$ cat src/rtl/parity_sched.sv
// Round-robin scheduler sharing one nibble-parity XOR unit among four framed requesters.
// Optional completed-frame counter port frame_cnt enabled by PARITY_SCHED_STATS_EN.
module parity_sched #(
    parameter int unsigned CNT_W = 8
) (
    input  logic         clk1,
    input  logic         rst_n,
    input  logic [3:0]   req,
    input  logic [15:0]  nib,
    input  logic [3:0]   last,
    output logic [3:0]   gnt,
    output logic         res_valid,
    output logic [1:0]   res_id,
    output logic         res_par
`ifdef PARITY_SCHED_STATS_EN
    ,
    output logic [CNT_W-1:0] frame_cnt
`endif
);

    localparam int unsigned N     = 4;
    localparam int unsigned IDX_W = 2;
    localparam int unsigned NIB_W = 4;

    typedef enum logic {
        IDLE     = 1'b0,
        IN_FRAME = 1'b1
    } frame_state_t;

    logic [IDX_W-1:0] ptr_q, ptr_d;
    logic [N-1:0]     acc_q, acc_d;
    frame_state_t     state_q [N];
    frame_state_t     state_d [N];

    logic [N-1:0]     grant_oh;
    logic [IDX_W-1:0] grant_idx;
    logic             grant_any;
    logic [IDX_W-1:0] cand;
    logic [NIB_W-1:0] sel_nib;
    logic             nib_par;
    logic             grant_last;
    logic             frame_done;
    logic             frame_par;

    // Round-robin search starting at ptr_q; the first requesting index wins.
    always_comb begin
        grant_any = 1'b0;
        grant_idx = '0;
        cand      = '0;
        grant_oh  = '0;
        for (int k = 0; k < N; k++) begin
            cand = ptr_q + IDX_W'(k);
            if (!grant_any && req[cand]) begin
                grant_any = 1'b1;
                grant_idx = cand;
            end
        end
        if (grant_any) begin
            grant_oh = N'(1) << grant_idx;
        end
    end

    // Grant is forced off while reset is asserted.
    assign gnt = rst_n ? grant_oh : '0;

    // The single shared parity unit sees only the granted requester's nibble.
    assign sel_nib    = nib[grant_idx*NIB_W +: NIB_W];
    assign nib_par    = ^sel_nib;
    assign grant_last = last[grant_idx];
    assign frame_par  = acc_q[grant_idx] ^ nib_par;

    // Next-state logic for pointer, accumulators and per-requester frame FSMs.
    always_comb begin
        ptr_d      = ptr_q;
        acc_d      = acc_q;
        state_d    = state_q;
        frame_done = 1'b0;
        if (grant_any) begin
            ptr_d = grant_idx + IDX_W'(1);
            if (grant_last) begin
                acc_d[grant_idx]   = 1'b0;
                state_d[grant_idx] = IDLE;
                frame_done         = 1'b1;
            end else begin
                acc_d[grant_idx]   = frame_par;
                state_d[grant_idx] = IN_FRAME;
            end
        end
    end

    always_ff @(posedge clk1 or negedge rst_n) begin
        if (!rst_n) begin
            ptr_q <= '0;
            acc_q <= '0;
            for (int i = 0; i < N; i++) begin
                state_q[i] <= IDLE;
            end
        end else begin
            ptr_q   <= ptr_d;
            acc_q   <= acc_d;
            state_q <= state_d;
        end
    end

    // Result register: id/parity hold between completions.
    always_ff @(posedge clk1 or negedge rst_n) begin
        if (!rst_n) begin
            res_valid <= 1'b0;
            res_id    <= '0;
            res_par   <= 1'b0;
        end else begin
            res_valid <= frame_done;
            if (frame_done) begin
                res_id  <= grant_idx;
                res_par <= frame_par;
            end
        end
    end

`ifdef PARITY_SCHED_STATS_EN
    always_ff @(posedge clk1 or negedge rst_n) begin
        if (!rst_n) begin
            frame_cnt <= '0;
        end else if (frame_done) begin
            frame_cnt <= frame_cnt + CNT_W'(1);
        end
    end
`endif

endmodule

$ cat config.mk
export PLATFORM = sky130hd
export DESIGN_NAME = parity_sched
export DESIGN_NICKNAME = d
export VERILOG_FILES = /design/src/rtl/parity_sched.sv
export SDC_FILE = /design/constraint.sdc
export NUM_CORES = 1
export LEC_CHECK = 0
export ABC_AREA = 1
export BUFFER_PORTS_ARGS = -buffer_cell sky130_fd_sc_hd__buf_2
export CAP_MARGIN = 20
export CELL_PAD_IN_SITES_DETAIL_PLACEMENT = 1
export CELL_PAD_IN_SITES_GLOBAL_PLACEMENT = 1
export CORE_MARGIN = 3
export CORE_UTILIZATION = 35
export CTS_BUF_LIST = sky130_fd_sc_hd__clkbuf_8 sky130_fd_sc_hd__clkbuf_16
export DETAILED_ROUTE_END_ITERATION = 8
export GPL_TIMING_DRIVEN = 0
export PLACE_DENSITY = 0.86
export SYNTH_ARGS = -nofsm -noshare
export SYNTH_HDL_FRONTEND = slang
export SYNTH_SLANG_ARGS = --single-unit
$ cat constraint.sdc
create_clock -name clk1 -period 2.5 [get_ports clk1]
set_clock_uncertainty 0.2 [all_clocks]
set_input_delay 0.5 -clock clk1 [delete_from_list [all_inputs] [get_ports clk1]]
set_output_delay 0.5 -clock clk1 [all_outputs]
set_load 0.1 [all_outputs]
# ---- Yosys cells after proc, flatten, opt, wreduce, memory -nomap -nowiden
# Cells that the tools add are included.
dict set report classes {
  n_addsub 4
  n_shift 2
  n_reduce_logical 8
  n_mux 28
  n_lt_le_gt_ge 6
  bitwise 3
}
# cell n
set op_table {}
lappend op_table {{indexed part select 16 x 5 -> 4 bit} 1}
lappend op_table {{< comparator 2 x 3 -> 1 bit (second input constant)} 5}
lappend op_table {{two-way mux 1 bit} 13}
lappend op_table {{binary-select mux 1 bit (select 2 bit)} 6}
lappend op_table {{two-way mux 4 bit} 3}
lappend op_table {{two-way mux 2 bit} 4}
lappend op_table {{adder 2 x 1 -> 2 bit (second input constant)} 2}
lappend op_table {{adder 2 bit (second input constant)} 2}
lappend op_table {{bitwise AND 4 bit} 1}
lappend op_table {{bitwise mux 4 bit} 1}
lappend op_table {{logical AND 1 bit} 4}
lappend op_table {{NOT 4 bit} 1}
lappend op_table {{XOR reduction 4 bit} 1}
lappend op_table {{<< shifter 1 x 2 -> 4 bit (first input constant)} 1}
lappend op_table {{zero test 1 bit} 3}
lappend op_table {{demux 1 bit (select 2 bit)} 1}
lappend op_table {{greater-or-equal comparator 2 x 1 -> 1 bit (second input constant)} 1}
lappend op_table {{bitwise XOR 1 bit} 1}
dict set report totals {
  output_inout_bits 8
  inputBits 26
  reg_bits 10
}

# ---- Logic depth before layout (Yosys ltp)
# Gate-level depths: netlist of the first run.
dict set report depth {
  ltp_word 19
  ltp_mapped 16
}

# ---- Least setup slack after synthesis of the first run
# No wires, ideal clock.
dict set report synth_path {
  kind {register to output}
  from {register ptr_q[0]}
  to {output gnt[2]}
  path_stages_with_launch 14
  arrival_ps 2789
  path_slack_ps -989
  t_required_ps 1800
  cell_sequence {dfrtp_1 -> buf_6 -> nand2_1 -> nand2_1 -> nand2_1 -> nand2_4 -> nor2_8 -> nand3_4 -> nand2_4 -> nand2_4 -> inv_1 -> ha_1 -> nand2_1 -> nor2_1}
}
dict set report synth_between {
  elab_chain_len 15
}
# item line_no
set synth_rtl {}
lappend synth_rtl {{start: declaration} 30} ;# logic [IDX_W-1:0] ptr_q, ptr_d;
lappend synth_rtl {{start signal: assignment} 99} ;# ptr_q <= ptr_d;
lappend synth_rtl {{parallel branches: the longest is 11 deep, another holds adder 2 x 1 -> 2 bit} -}
lappend synth_rtl {{two-way mux 2 bit *} 53} ;# if (!grant_any && req[cand]) begin
lappend synth_rtl {{via grant_idx[0]} 36} ;# logic [IDX_W-1:0] grant_idx;
lappend synth_rtl {{<< shifter 1 x 2 -> 4 bit *} 59} ;# grant_oh = N'(1) << grant_idx;
lappend synth_rtl {{two-way mux 4 bit *} 58} ;# if (grant_any) begin
lappend synth_rtl {{two-way mux 4 bit *} 64} ;# assign gnt = rst_n ? grant_oh : '0;
lappend synth_rtl {{end: declaration} 11} ;# output logic [3:0] gnt,
# Mark *: on every way through the listed nets, which the timed path passes. The select of a mux whose other input is x is not followed.

# ---- Final worst setup path of the first run
dict set report layout_path {
  from {register ptr_q[0]}
  to {output gnt[3]}
}
# Same word-level chain as after synthesis.

==> results of run 1 <==
[state kept, by name (all words and copies together), names as in the netlist]
name	flops
acc_q	4
res_valid	1
res_id	2
res_par	1
ptr_q	2
[repair_timing]
item                       4_1_cts  5_1_grt
setup buffers                   16        2
pin swaps                       22       12
setup endpoints to repair        4        9
hold buffers                     1        0
gates cloned                     1        0
hold endpoints to repair        10        0
resized for setup               60       12
[stage by stage]
step / utilization (%) / hold slack [ns] / worst slack (ns)
floorplan: - / 0.00441 / -0.200
global placement: 47.4 / 0.177 / -0.452
detailed placement: 47.4 / 0.183 / -0.517
CTS: 62.0 / 0.273 / -0.325
global route: 63.0 / 0.318 / -0.478
finish: 63.0 / 0.281 / -0.354
[layout by cell type, fill, tap and decap left out, types with 2 or more instances in the layout]
cell type and n:
sky130_fd_sc_hd__buf_2 29, sky130_fd_sc_hd__nand2_2 15, sky130_fd_sc_hd__buf_6 3, sky130_fd_sc_hd__inv_2 2, sky130_fd_sc_hd__dfrtp_1 8, sky130_fd_sc_hd__a21oi_2 2
sky130_fd_sc_hd__o21ai_2 2, sky130_fd_sc_hd__buf_4 12, sky130_fd_sc_hd__nand3_2 8, sky130_fd_sc_hd__dfrtp_2 2, sky130_fd_sc_hd__nand2_1 33, sky130_fd_sc_hd__or2_2 2
sky130_fd_sc_hd__nor2_4 5, sky130_fd_sc_hd__nand3_4 2, sky130_fd_sc_hd__ha_4 4, sky130_fd_sc_hd__buf_12 4, sky130_fd_sc_hd__nor2_1 5, sky130_fd_sc_hd__nand2_4 19
sky130_fd_sc_hd__clkbuf_8 3, sky130_fd_sc_hd__xnor2_1 6, sky130_fd_sc_hd__nand3_1 8, sky130_fd_sc_hd__inv_1 18, sky130_fd_sc_hd__xor2_1 7
[cell families after synthesis]
| family | Yosys count |
|---|---|
| buffers and inverters | 25 |
| AO/OA/AOI/OAI | 7 |
| flip-flops | 10 |
| XOR/XNOR | 13 |
| adder cells (fa/ha/maj) | 4 |
| AND/OR/NAND/NOR | 100 |
[final timing paths]
check / from / end / slack [ns] / depth (start not counted)
setup / recovery: ptr_q[0] / gnt[3] / -0.35 / 14
hold / removal: res_id[1] / res_id[1] / 0.28 / 2
setup reg to reg: ptr_q[0] / acc_q[2] / 0.10 / 14
hold reg to reg: res_id[1] / res_id[1] / 0.28 / 2
max in group asynchronous: rst_n / ptr_q[1] / 1.18 / 2
min in group asynchronous: rst_n / res_par / 0.57 / 2
[per-layer routing]
layer  up-vias  wire (um)
li1        588          -
met1       600       1840
met2        35       2350
met3        13        129
met4         0        132
met5         -          0
[critical path, cell delays in order (launching register included)]
cell                       delay (ns)
sky130_fd_sc_hd__dfrtp_2         0.43
sky130_fd_sc_hd__clkinv_4        0.14
sky130_fd_sc_hd__nand2_4         0.10
sky130_fd_sc_hd__nand2_4         0.07
sky130_fd_sc_hd__nand2_4         0.08
sky130_fd_sc_hd__nand2_4         0.06
sky130_fd_sc_hd__nor2_8          0.12
sky130_fd_sc_hd__nand3_2         0.09
sky130_fd_sc_hd__nand3_2         0.09
sky130_fd_sc_hd__nand2_4         0.11
sky130_fd_sc_hd__inv_6           0.10
sky130_fd_sc_hd__ha_4            0.13
sky130_fd_sc_hd__nand2_4         0.06
sky130_fd_sc_hd__nor2_4          0.12
sky130_fd_sc_hd__buf_12          0.18
[final cells by class]
class | instances | area (um^2)
buffer | 1 | 11.3
multi-input combinational | 124 | 996
timing repair buffer | 48 | 348
inverter | 24 | 110
clock buffer | 3 | 41.3
fill | 350 | 1060
tap | 42 | 52.6
sequential | 10 | 253
==> parameters.txt, run 1 <==
Parameter                              Value

Timing
  Number of pins exceeding their max-slew limit in the final report    0
  Max-slew headroom    just under 70%
  Setup_tns    -1.39 ns
  Final worst-path setup slack    -0.354 ns
  Setup repair after global routing missed its margin    true
  Final setup violation count    4
  Timing-limited maximum frequency    about 350 MHz
  Worst Max-Slew Pin Slew    between 0.4 and 0.5 ns
  Post-route clock period utilization    114%
  Minimum clock period    approximately 2.9 ns
  Hold Vio Cnt, Final    0

Synthesis
  Async set-reset flop share out of synthesis    100%
  Most frequent cell after synthesis    sky130_fd_sc_hd__nand2_1
  Sequential cell area fraction in the yosys report    a little under a quarter
  Synthesized-area fraction occupied by and/or/nand/nor cells    48.5%
  Net count after synthesis    approximately 190
  Netlist Area Pre-Place    0.00111 mm^2
  Adder-Cell Fraction of Synth Area    around 4.5%
  EDFF count, synth    0
  Share of the synthesized area in the top cell type    22.6%
  Xor/xnor cell area share of the yosys netlist    between 10% and 20%
  Most frequent cells after synthesis    52 x sky130_fd_sc_hd__nand2_1, 20 x sky130_fd_sc_hd__inv_1, 11 x sky130_fd_sc_hd__nand3_1
  Post-synthesis cell count    about 160
  Avg Cell Area, Syn    approximately 7 um^2
  Cell types with the largest area share after synthesis    sky130_fd_sc_hd__dfrtp_1 23%, sky130_fd_sc_hd__nand2_1 18%, sky130_fd_sc_hd__inv_1 6.8%, sky130_fd_sc_hd__nand2_4 6.1%, sky130_fd_sc_hd__nand2_2 5.7%
  Dominant combinational cell family by area after synthesis    simple AND/OR/NAND/NOR gates
  Post-synth cell types    22
  Portion of netlist area occupied by mux cells    0%
  Area fraction in compound gates after synthesis    just under 5%
  Number of synthesized register bits    10
  Synth warn    0
  Library cell occupying the most area in the post-synthesis netlist    sky130_fd_sc_hd__dfrtp_1
  Predominant post-synthesis flop cell    sky130_fd_sc_hd__dfrtp_1

GRT
  GRT Util Overall    24.3%
  Wire length of the first global-routing pass    between 7000 and 8000 um
  Global routing met3 resource utilization    about 3.2%
  Met2 track utilization from global routing    between 40 and 50%
  Met1 track utilization from global routing    a little over a quarter
  Busiest grt layer    met2
  Largest net degree at the start of global routing    11
  Via count of the first global-routing pass    1,449
  GRT overflow    0
  Initial antenna violation count    0

Worst hold path
  Path class of the lowest-slack min-delay path    flop to flop

Final layout
  Non-filler cells in the finished layout    roughly 250
  Post-Layout Inst Area    between 0.0015 and 0.002 mm^2
  Fraction of final layout cells sized beyond drive strength 1    between 50 and 60%
  Area growth, synth to finish    63.8%
  Diode insertion count for antenna repair    0
  Total number of nets in the final design    242

Floorplan
  Die footprint    just under 0.004 mm^2
  Width of the die    about 62 um
  Ports    34
  Starting density of the core    approximately 38%
  Core region area    0.00288 mm^2
  # rows    19
  Die Y    62.2 um

Place
  Total placed cells including tap cells    approximately 230
  Global placer's final weighted congestion    0.890
  Detailed placer's ending HPWL    approximately 2500 um
  I/O Buffers    33
  Placed inst area    0.00136 mm^2

Route
  DRC errors left    0
  Total Routed Length    ~4400 um
  Vias    roughly 1.2k
  Detailed-routing iteration count for the pre-antenna-repair pass    4
  Violation count after the first detailed-routing iteration    19
  Via/cell ratio    4.90
  Antenna-violating nets left    0
  Routed len/inst    ~18 um

Clock tree
  CTS root buf    sky130_fd_sc_hd__clkbuf_8
  TritonCTS clock tree    yes
  Level count of the clock H-tree    1
  Largest buffer count on any clock path    2
  Worst skew pair latency    between 0.2 and 0.25 ns
  Clock sinks    10
  Reg clk slew, reported paths    ~0.050 ns
  TritonCTS buffer count    3

Critical path
  Setup Crit Path Kind    flop to output pin
  Crit start category    flop
  Element type at the critical path end    output pin
  Highest fanout seen on the critical path    8
  CP Data Arrival Time    roughly 2.2 ns
  Critical Path RT    ~1.8 ns

Outcome
  Violated checks    setup timing
  Outcome    complete, but fails checks

Job
  Max-capacitance violation count    0
Power of run 1 is left out: the tool's default activity adds up to more than one toggle a clock period on the data nets, which glitch-free logic cannot reach.
==> inputs of run 2 (changes only) <==
CORE_ASPECT_RATIO = 0.5   (was not set)
==> parameters.txt, run 2 (same netlist as run 1, synthesis figures left out) <==
Parameter                              Value

Critical path
  Crit start category    flop
  CP Data Arrival Time    2.22 ns (+0.07 ns)
  Setup Crit Path Kind    flop to output pin
  Element type at the critical path end    output pin
  Highest fanout seen on the critical path    5 (-3)
  Critical Path RT    1.80 ns (about the same)

Timing
  Setup repair after global routing missed its margin    true
  Final setup violation count    5 (+1)
  Minimum clock period    2.92 ns (+0.0638 ns)
  Setup_tns    -1.62 ns (-0.227 ns)
  Number of pins exceeding their max-slew limit in the final report    0 (unchanged)
  Worst Max-Slew Pin Slew    0.550 ns (+0.0715 ns)
  Max-slew headroom    63.2% (-4.8 points)
  Hold Vio Cnt, Final    0 (unchanged)
  Timing-limited maximum frequency    343 MHz (-2.2%)
  Final worst-path setup slack    -0.418 ns (-0.0638 ns)
  Post-route clock period utilization    117% (+2.6 points)

Route
  Routed len/inst    22.4 um (+27%)
  DRC errors left    0 (unchanged)
  Antenna-violating nets left    0 (unchanged)
  Detailed-routing iteration count for the pre-antenna-repair pass    4 (unchanged)
  Vias    1,364 (+10%)
  Total Routed Length    5680 um (+28%)
  Via/cell ratio    5.37 (+9.5%)
  Violation count after the first detailed-routing iteration    44 (+25)

Final layout
  Total number of nets in the final design    248 (+2.5%)
  Area growth, synth to finish    68.3%
  Largest registers in the final layout    acc_q: 4 flops, ptr_q: 2 flops, res_id: 2 flops
  Fraction of final layout cells sized beyond drive strength 1    59.0% (+1.4 points)
  Commonest cells after routing, fill and taps aside    34 x sky130_fd_sc_hd__nand2_1, 29 x sky130_fd_sc_hd__buf_2, 18 x sky130_fd_sc_hd__nand2_2, 17 x sky130_fd_sc_hd__inv_1, 17 x sky130_fd_sc_hd__buf_4
  Max FFs per register    4 (unchanged)
  Final core occ    66.5% (+3.6 points)
  Post-Layout Inst Area    0.00186 mm^2 (+2.8%)
  Register ranked first by flip-flop count    acc_q
  Commonest non-fill, non-tap cell in the layout    sky130_fd_sc_hd__nand2_1
  Diode insertion count for antenna repair    0 (unchanged)
  Non-filler cells in the finished layout    254 (+0.79%)

Floorplan
  Die Y    45.8 um (-26%)
  Starting density of the core    39.5% (+1.1 points)
  # rows    13 (-6)
  Width of the die    85.5 um (+37%)
  Ports    34 (unchanged)
  Die footprint    0.00391 mm^2 (+1.1%)
  Core region area    0.00280 mm^2 (-2.7%)

Job
  Max-capacitance violation count    0 (unchanged)

Outcome
  Violated checks    setup timing
  Outcome    complete, but fails checks

GRT
  Largest net degree at the start of global routing    11 (unchanged)
  GRT Util Overall    27.0% (+2.7 points)
  Wire length of the first global-routing pass    7760 um (+5.6%)
  Initial antenna violation count    0 (unchanged)
  GRT overflow    0 (unchanged)
  Via count of the first global-routing pass    1,499 (+3.5%)

Place
  Placed inst area    0.00136 mm^2 (-0.46%)
  Total placed cells including tap cells    229 (-2.1%)
  Global placer's final weighted congestion    0.741 (-17%)
  Detailed placer's ending HPWL    2450 um (-2.9%)
  I/O Buffers    33 (unchanged)

Clock tree
  Reg clk slew, reported paths    0.06 ns (about the same)
  Clock sinks    10 (unchanged)
  Worst skew pair latency    0.24 ns (about the same)
  TritonCTS buffer count    3 (unchanged)
  CTS root buf    sky130_fd_sc_hd__clkbuf_8
  TritonCTS clock tree    yes
  Level count of the clock H-tree    1 (unchanged)
  Largest buffer count on any clock path    2 (unchanged)

Worst hold path
  Path class of the lowest-slack min-delay path    flop to flop
## run 2: routing by layer
layer / track usage (%) / share of wire, % / vias to the layer above
met5: 0 / 0 / -
met4: 12.6 / 5.7 / 0
met3: 7.04 / 4.8 / 32
met2: 52.6 / 49 / 59
met1: 28.3 / 41 / 669
li1: - / - / 604
## run 2: final cells by class
| class | instances | area (um^2) |
|---|---|---|
| multi-input cells | 124 | 988 |
| fillers | 334 | 936 |
| repair buffers | 54 | 405 |
| flip-flops and latches | 10 | 253 |
| inverters | 24 | 103 |
| clock buffers | 4 | 55.1 |
| well taps | 37 | 46.3 |
| plain buffers | 1 | 11.3 |
## run 2: worst max-delay path: stages, from the launching register on
cell,delay [ns]
sky130_fd_sc_hd__dfrtp_2,0.44
sky130_fd_sc_hd__buf_6,0.13
sky130_fd_sc_hd__nand2_4,0.07
sky130_fd_sc_hd__nand2_4,0.09
sky130_fd_sc_hd__nand2_4,0.09
sky130_fd_sc_hd__nand2_4,0.07
sky130_fd_sc_hd__nor2_8,0.15
sky130_fd_sc_hd__nand4_1,0.17
sky130_fd_sc_hd__nand2_4,0.16
sky130_fd_sc_hd__buf_12,0.12
sky130_fd_sc_hd__ha_4,0.13
sky130_fd_sc_hd__nand2_4,0.06
sky130_fd_sc_hd__nor2_4,0.11
sky130_fd_sc_hd__buf_12,0.18
## run 2: path summary, 6_finish.rpt
| check | from | end | slack [ns] | cells past startpoint |
|---|---|---|---|---|
| min in group asynchronous | rst_n | res_id[0] | 0.59 | 2 |
| worst min-delay path | res_id[1] | res_id[1] | 0.36 | 2 |
| worst min register to register | res_id[1] | res_id[1] | 0.36 | 2 |
| max in group asynchronous | rst_n | ptr_q[0] | 1.12 | 2 |
| worst max register to register | ptr_q[0] | res_par | -0.03 | 17 |
| worst max-delay path | ptr_q[0] | gnt[0] | -0.42 | 13 |
## run 2: what timing repair did
| item | 4_1_cts | 5_1_grt |
|---|---|---|
| hold endpoints to repair | 10 | 0 |
| hold buffers | 1 | 0 |
| endpoints found under the setup margin | 4 | 11 |
| setup buffers | 12 | 9 |
| pin swaps | 16 | 14 |
| resized for setup | 50 | 17 |
| cloned | 0 | 0 |
## run 2: through the flow
stage | setup WS, ns | hold slack, ns
6_report | -0.418 | 0.360
5_1_grt | -0.483 | 0.389
4_1_cts | -0.304 | 0.280
3_5_place_dp | -0.551 | 0.187
3_3_place_gp | -0.466 | 0.179
2_1_floorplan | -0.200 | 0.00441
Power of run 2 is left out for the same reason.
